[src/rtl/cp0_unit.sv]
// rtl/cp0_unit.sv - MIPS-style coprocessor 0: SR, Cause, EPC, exception/interrupt request
// Optional build macro: CP0_PRID_EN (register 15 reads a constant PRId when defined)
module cp0_unit (
  input  logic        clk,
  input  logic        reset,
  input  logic        en,
  input  logic [4:0]  addr,
  input  logic [31:0] wdata,
  output logic [31:0] rdata,
  input  logic [31:0] vpc,
  input  logic        bd_in,
  input  logic [4:0]  exc_code_in,
  input  logic [5:0]  hw_int,
  input  logic        exl_clr,
  output logic        req,
  output logic [31:0] epc_out
);

  localparam logic [4:0] ADDR_SR    = 5'd12;
  localparam logic [4:0] ADDR_CAUSE = 5'd13;
  localparam logic [4:0] ADDR_EPC   = 5'd14;
  localparam logic [4:0] ADDR_PRID  = 5'd15;

  // SR fields
  logic [5:0]  im_q;
  logic        exl_q;
  logic        ie_q;
  // Cause fields
  logic        bd_q;
  logic [5:0]  ip_q;
  logic [4:0]  exc_code_q;
  // EPC
  logic [31:0] epc_q;

  logic        int_req;
  logic        exc_req;
  logic [31:0] sr_word;
  logic [31:0] cause_word;

  assign sr_word    = {16'b0, im_q, 8'b0, exl_q, ie_q};
  assign cause_word = {bd_q, 15'b0, ip_q, 3'b0, exc_code_q, 2'b0};

  // Request generation from current state and live interrupt lines
  always_comb begin
    int_req = (|(hw_int & im_q)) & ie_q & ~exl_q;
    exc_req = (exc_code_in != 5'd0) & ~exl_q;
    req     = int_req | exc_req;
  end

  // Register read mux; reads always see the pre-write value
  always_comb begin
    rdata = 32'b0;
    case (addr)
      ADDR_SR:    rdata = sr_word;
      ADDR_CAUSE: rdata = cause_word;
      ADDR_EPC:   rdata = epc_q;
`ifdef CP0_PRID_EN
      ADDR_PRID:  rdata = 32'h4D495053;
`else
      ADDR_PRID:  rdata = 32'b0;
`endif
      default:    rdata = 32'b0;
    endcase
  end

  assign epc_out = epc_q;

  // State update: reset, then exception entry, then mtc0 followed by eret clear
  always_ff @(posedge clk) begin
    if (reset) begin
      im_q       <= 6'b0;
      exl_q      <= 1'b0;
      ie_q       <= 1'b0;
      bd_q       <= 1'b0;
      ip_q       <= 6'b0;
      exc_code_q <= 5'b0;
      epc_q      <= 32'b0;
    end else begin
      ip_q <= hw_int;
      if (req) begin
        exl_q      <= 1'b1;
        bd_q       <= bd_in;
        epc_q      <= bd_in ? (vpc - 32'd4) : vpc;
        exc_code_q <= int_req ? 5'd0 : exc_code_in;
      end else begin
        if (en && addr == ADDR_SR) begin
          im_q  <= wdata[15:10];
          exl_q <= wdata[1];
          ie_q  <= wdata[0];
        end
        if (en && addr == ADDR_EPC) begin
          epc_q <= wdata;
        end
        // eret wins over a same-cycle SR write to EXL
        if (exl_clr) begin
          exl_q <= 1'b0;
        end
      end
    end
  end

endmodule
[config.mk]
export PLATFORM = sky130hd
export DESIGN_NAME = cp0_unit
export DESIGN_NICKNAME = d
export VERILOG_FILES = /design/src/rtl/cp0_unit.sv
export SDC_FILE = /design/constraint.sdc
export NUM_CORES = 1
export LEC_CHECK = 0
export BUFFER_PORTS_ARGS = -buffer_cell sky130_fd_sc_hd__buf_2
export CAP_MARGIN = 20
export CORE_UTILIZATION = 40
export DETAILED_ROUTE_END_ITERATION = 8
export PLACE_DENSITY_LB_ADDON = 0.1
export SLEW_MARGIN = 20
export SYNTH_ARGS = -nofsm -noshare
export SYNTH_HDL_FRONTEND = slang
export SYNTH_SLANG_ARGS = --single-unit
[constraint.sdc]
create_clock -name clk -period 2 [get_ports clk]
set_input_delay 0.1 -clock clk [delete_from_list [all_inputs] [get_ports clk]]
set_output_delay 0.1 -clock clk [all_outputs]
set_load 0.005 [all_outputs]
==> results of run 1 <==
[worst reg2reg max path, cell delays in order (launching register included)]
cell	delay (ns)
dfxtp_1	0.34
a22o_1	0.24
o311a_4	0.40
buf_4	0.21
o41ai_1	0.52
a31oi_1	0.07
[cell families (layout without fill, tap and decap cells)]
| logic type | after synthesis | in the layout | synth area share |
|---|---|---|---|
| simple gates | 166 | 166 | 0.295 |
| compound gates | 132 | 132 | 0.279 |
| flops | 52 | 52 | 0.290 |
| buf+inv | 50 | 198 | 0.0526 |
| mux | 23 | 23 | 0.0641 |
| xor+xnor | 7 | 7 | 0.0171 |
| fa+ha+maj | 1 | 1 | 0.00348 |
[per-layer routing]
metal	vias up	wire length, um	GRT usage
met2	152	5720	0.415
met1	1946	5870	0.375
met5	-	0	0
met3	26	659	0.0368
li1	2015	-	-
met4	0	281	0.0792
[state kept, by name, indices dropped and copies added, names as in the netlist]
name and count:
epc_out 32, exc_code_q 5, ie_q 1, ip_q 6, im_q 6, bd_q 1
exl_q 1
[layout make-up]
type | instances | share of cell area
Timing Repair Buffer | 183 | 0.212
Inverter | 6 | 0.00557
Clock buffer | 5 | 0.0146
Sequential cell | 52 | 0.221
Timing Repair inverter | 1 | 0.00159
Tap cell | 108 | 0.0286
Clock inverter | 3 | 0.00477
Multi-Input combinational cell | 329 | 0.512
[layout by cell type, fill, tap and decap left out, types with 5 or more instances in the layout]
cell and count:
a211oi_1 20, a21oi_1 7, a22o_1 11, a31oi_1 15, and3_1 18, and4_1 15
buf_2 149, buf_4 34, clkbuf_8 5, dfxtp_1 52, inv_1 5, mux2i_1 23
nand2_1 25, nand3_1 8, nand4_1 14, nor2_1 10, nor2b_1 7, nor3_1 7
nor4_1 5, nor4bb_1 8, o21ai_0 10, o31a_1 17, o31ai_1 18, o41ai_1 14
or3_1 11, or3b_2 6, or4_1 10, xor2_1 6
[worst max-delay path by stage]
stage                         startpoint  slack [ns]                          to
finish              im_q[2]$_SDFFE_PP0P_        0.08    epc_out[28]$_SDFFE_PP0P_
global route        im_q[2]$_SDFFE_PP0P_        0.03  exc_code_q[2]$_SDFFE_PP0N_
CTS                 im_q[2]$_SDFFE_PP0P_        0.04                         req
detailed placement               vpc[26]        0.02    epc_out[31]$_SDFFE_PP0P_
global placement                 vpc[26]        0.04    epc_out[31]$_SDFFE_PP0P_
floorplan                        vpc[26]        0.20    epc_out[31]$_SDFFE_PP0P_
[metrics by stage]
stage,instance area [um2],setup slack (ns)
after floorplan,3590,0.199
after global placement,4550,0.0406
after detailed placement,4550,0.0152
after CTS,4660,0.0358
after global routing,4720,0.0261
final,4720,0.0763
[repair_timing]
item | in CTS | in global routing
hold buffers | 0 | 0
cloned | 1 | 0
setup endpoints to repair | 1 | 14
pin swaps | 0 | 1
gates resized for setup | 4 | 5
buffers inserted | 1 | 2
[power by group through the flow]
stage                     Sequential [W]  Clock (W)  Combinational (W)
after floorplan                  0.00119          0           0.000302
after detailed placement         0.00120          0           0.000593
after CTS                        0.00117   0.000645           0.000607
after global routing             0.00118   0.000701           0.000680
after global placement           0.00119          0           0.000582
final                            0.00117   0.000641           0.000623
==> impl_metrics.tcl, run 1 <==
set metrics [dict create \
    sw_frac_of_total 0.322 \
    synthArstFlopShare 0 \
    gr-total-overflow 0 \
    finalWeightedCongestion 0.859 \
    syn_inst 431 \
    crit_arrival_ns 2.10 \
    syn_area_per_cell_um2 8.34 \
    nNetsFinal 664 \
    status "completed" \
    finalPower_w 0.00243 \
    antenna_cells 0 \
    p_int_w 0.00165 \
    cp-start-kind "flop" \
    cts-buffers-inserted 5 \
    area_delta_synth_final_pct 31.4 \
    insertion_delay_ns 0.32 \
    grt_max_degree 38 \
    holdWs_ns 0.00399 \
    multi_input_area_um2 2420 \
    yosysTopAreaCell "dfxtp_1" \
    holdPathStages 2 \
    cts.sinks 52 \
    clockPowerShare 0.263 \
    hold_viol 0 \
    timing.rr.end "epc_out[28]$_SDFFE_PP0P_" \
    vias 4139 \
    worst_clock_skew_ns 0.0158 \
    firstDrtPassIters 4 \
    worstPathCellList "a22o_1, o311a_4, buf_4, o41ai_1, a31oi_1" \
    place_inst 675 \
    synth_ff_type "dfxtp_1" \
    grt_pass1_wl_um 20200 \
    ys_seq_area_frac 0.290 \
    seq_area_um2 1040 \
    routedWlPerCell_um 18.2 \
    pwr-share-comb 0.256 \
    layoutNonFillerInstCount 687 \
    rsz0062_at_grt "no" \
    cts_tree "yes" \
    p_seq_frac 0.481 \
    min_from "hw_int[4]" \
    hold_end "ip_q[4]$_SDFF_PP0_" \
    yosys.cell_types.count 49 \
    core_um2 8720 \
    reg2regPathDepth 5 \
    drv_slew 0 \
    drv_cap 0 \
    utilization 0.541 \
    setup_viol 0 \
    totalWireLength_um 12500 \
    finalCritPeriodShare 0.962 \
    vdd_drop_max_mv 0.242 \
    boundaryPins 150 \
    yosys-top-cells-area "dfxtp_1 (29%), mux2i_1 (6.4%), o41ai_1 (4.4%)" \
    viasPerCell 6.02 \
    antenna_found_initial 0 \
    ys_top_cells_by_count "dfxtp_1 (52), clkbuf_1 (41), nand2_1 (25)" \
    switchingPower_w 0.000784 \
    path_class "flop to flop" \
    fin_crit_ns 1.92 \
    path_clk_slew_ns 0.11 \
    first_global_vias 3909 \
    worst-slew-pin-transition_ns 0.692 \
    final.fill_count 869 \
    ant_nets 0 \
    die_w_um 96.8 \
    ys_ff_latch 52 \
    die_area_um2 9370 \
    cp_max_fo 17 \
    synth_most_common_cell "dfxtp_1" \
    min_path_type "input pin to flop" \
    clock_path_buffers 2 \
    rr_startpoint "im_q[2]$_SDFFE_PP0P_" \
    layout-drive-gt1-share 0.377 \
    cp.buffers_inverters 1 \
    start_util 0.412 \
    synth_area_um2 3590 \
    num_rows 34 \
    path_depth 5 \
    cts_root_buf "clkbuf_8" \
    yosysTopAreaCellShare 0.290 \
    drc_errors 0 \
    power.density_nw_per_um2 516 \
    max-slew-margin-rel 0.538 \
    syn-num-nets 517 \
    fp.dieH_um 96.8 \
    crit_path_end_kind "flop" \
    setup_tns_ns 0 \
    place.detailed.hpwl_um 9140 \
    track_usage 0.264 \
    critPathRequiredTime_ns 2.18 \
    r2r_slack_ns 0.08 \
    max_clock_freq_mhz 520 \
    cp_top_family "compound AO/OA/AOI/OAI gates" \
    cp_slowest_cell "o41ai_1" \
    io_buffers 149 \
    p_leak_nw 2.11 \
    h-tree-depth 2 \
    cpPeakStageDelay_ns 0.52 \
    ys_warn_count 0 \
    drt_iter0_markers 217 \
    synth_edf_count 0 \
]
(Power assumes the default switching activity.)
==> run 2: changes to the inputs <==
--- a/config.mk
+++ b/config.mk
@@ -11,3 +11,3 @@
 export DETAILED_ROUTE_END_ITERATION = 8
-export PLACE_DENSITY_LB_ADDON = 0.1
+export PLACE_DENSITY = 0.71
 export SLEW_MARGIN = 20
==> constraint.sdc (replaced) <==
create_clock -name clk -period 2 [get_ports clk]
set_input_delay 0.2 -clock clk [delete_from_list [all_inputs] [get_ports clk]]
set_output_delay 0.2 -clock clk [all_outputs]
set_load 0.005 [all_outputs]
==> run 2 against run 1 <==
  * Sequential share of layout area down 0.12 points
  * Critical endpoint is now req
  * Maximum frequency increased by 0.54%
  * Critical path depth is the same
  * Register-to-register slack gained 0.05 ns
==> impl_metrics.tcl, run 2 (synthesis results as in run 1) <==
set metrics [dict create \
    clock_path_buffers 2 \
    drt_iter0_markers 322 \
    final.fill_count 835 \
    cts_hold_buffers 0 \
    fin_crit_ns 1.91 \
    critPathRequiredTime_ns 1.80 \
    drv_slew 0 \
    holdWs_ns 0.133 \
    grt_pass1_wl_um 19300 \
    crit_path_end_kind "output pin" \
    max_clock_freq_mhz 523 \
    dp_slack_ns -0.0474 \
    max-slew-margin-rel 0.528 \
    layout.cells.most_common "buf_2" \
    crit_path_start "im_q[2]$_SDFFE_PP0P_" \
    nNetsFinal 664 \
    layout-drive-gt1-share 0.370 \
    io_buffers 149 \
    cts-buffers-inserted 5 \
    cp_max_fo 3 \
    rr_startpoint "im_q[2]$_SDFFE_PP0P_" \
    cts_tree "yes" \
    vias 4123 \
    grt_max_degree 42 \
    place.detailed.hpwl_um 9120 \
    worst-slew-pin-transition_ns 0.708 \
    min_from "hw_int[4]" \
    rsz0062_at_grt "no" \
    drc_errors 0 \
    boundaryPins 150 \
    hold_viol 0 \
    die_area_um2 9370 \
    largest_reg_flops 32 \
    p_leak_nw 2.11 \
    num_rows 34 \
    worst_clock_skew_ns 0.0102 \
    track_usage 0.250 \
    power.density_nw_per_um2 538 \
    routedWlPerCell_um 17.7 \
    drv_cap 0 \
    h-tree-depth 2 \
    viasPerCell 6.00 \
    setup_ws_ns 0.0867 \
    first_global_vias 3800 \
    vdd_drop_max_mv 0.286 \
    ant_nets 0 \
    crit_arrival_ns 1.71 \
    path_clk_slew_ns 0.09 \
    cts.sinks 52 \
    antenna_found_initial 0 \
    path_class "flop to output pin" \
    final_cell_mix "buf_2 (149), dfxtp_1 (52), buf_4 (32)" \
    status "completed" \
    area_delta_synth_final_pct 32.1 \
    cp-start-kind "flop" \
    die_w_um 96.8 \
    gr-total-overflow 0 \
    fp.dieH_um 96.8 \
    totalWireLength_um 12200 \
    antenna_cells 0 \
    finalWeightedCongestion 0.930 \
    setup_tns_ns 0 \
    setup_viol 0 \
    firstDrtPassIters 5 \
    core_um2 8720 \
    cts_root_buf "clkbuf_8" \
    r2r_slack_ns 0.13 \
    insertion_delay_ns 0.31 \
    finalCritPeriodShare 0.957 \
    min_path_type "input pin to flop" \
    start_util 0.412 \
]
[run 2: final timing paths]
check	to	cells after the start
max	req	5
min	ip_q[4]$_SDFF_PP0_	2
max reg2reg	epc_out[28]$_SDFFE_PP0P_	5
min reg2reg	im_q[2]$_SDFFE_PP0P_	2
[run 2: report_power, final]
group / switching [W] / leakage [nW] / total (W) / internal, W
combinational: 0.000333 / 1.61 / 0.000614 / 0.000281
clock: 0.000353 / 0.0614 / 0.000762 / 0.000410
sequential: 0.0000653 / 0.431 / 0.00118 / 0.00111
[run 2: cell type report]
class                      instances  area, um2  share of cell area
clock inverter                     2       38.8             0.00817
inverter                           6       26.3             0.00554
sequential                        52       1040               0.219
timing repair inverter             1       7.51             0.00158
tap                              108        135              0.0285
clock buffer                       6       82.6              0.0174
multi-input combinational        329       2390               0.503
timing repair buffer             183       1030               0.216
[run 2: stage by stage]
step | total power (W) | instance area, um2 | std cells | utilization
4_1_cts | 0.00255 | 4730 | 687 | 0.543
3_3_place_gp | 0.00178 | 4580 | 676 | 0.525
3_5_place_dp | 0.00179 | 4580 | 676 | 0.525
5_1_grt | 0.00267 | 4750 | 687 | 0.544
2_1_floorplan | 0.00149 | 3590 | 431 | -
6_report | 0.00256 | 4750 | 687 | 0.544
[run 2: worst max-delay path, stage by stage (launching register included)]
cell,delay [ns]
dfxtp_1,0.33
a22o_1,0.25
o311a_4,0.42
nor2_4,0.12
clkinvlp_4,0.14
buf_2,0.15
[run 2: repair_timing]
action	CTS	global route
gates cloned	1	0
setup endpoints to repair	1	12
pin swaps	1	0
resized for setup	3	2
buffers inserted	2	0
[run 2: metal layers]
| layer | GRT usage | wire length, um | part of all wire |
|---|---|---|---|
| met1 | 0.333 | 5320 | 0.44 |
| met2 | 0.406 | 5720 | 0.47 |
| met3 | 0.0368 | 777 | 0.064 |
| met4 | 0.0964 | 337 | 0.028 |
| met5 | 0 | 0 | 0 |
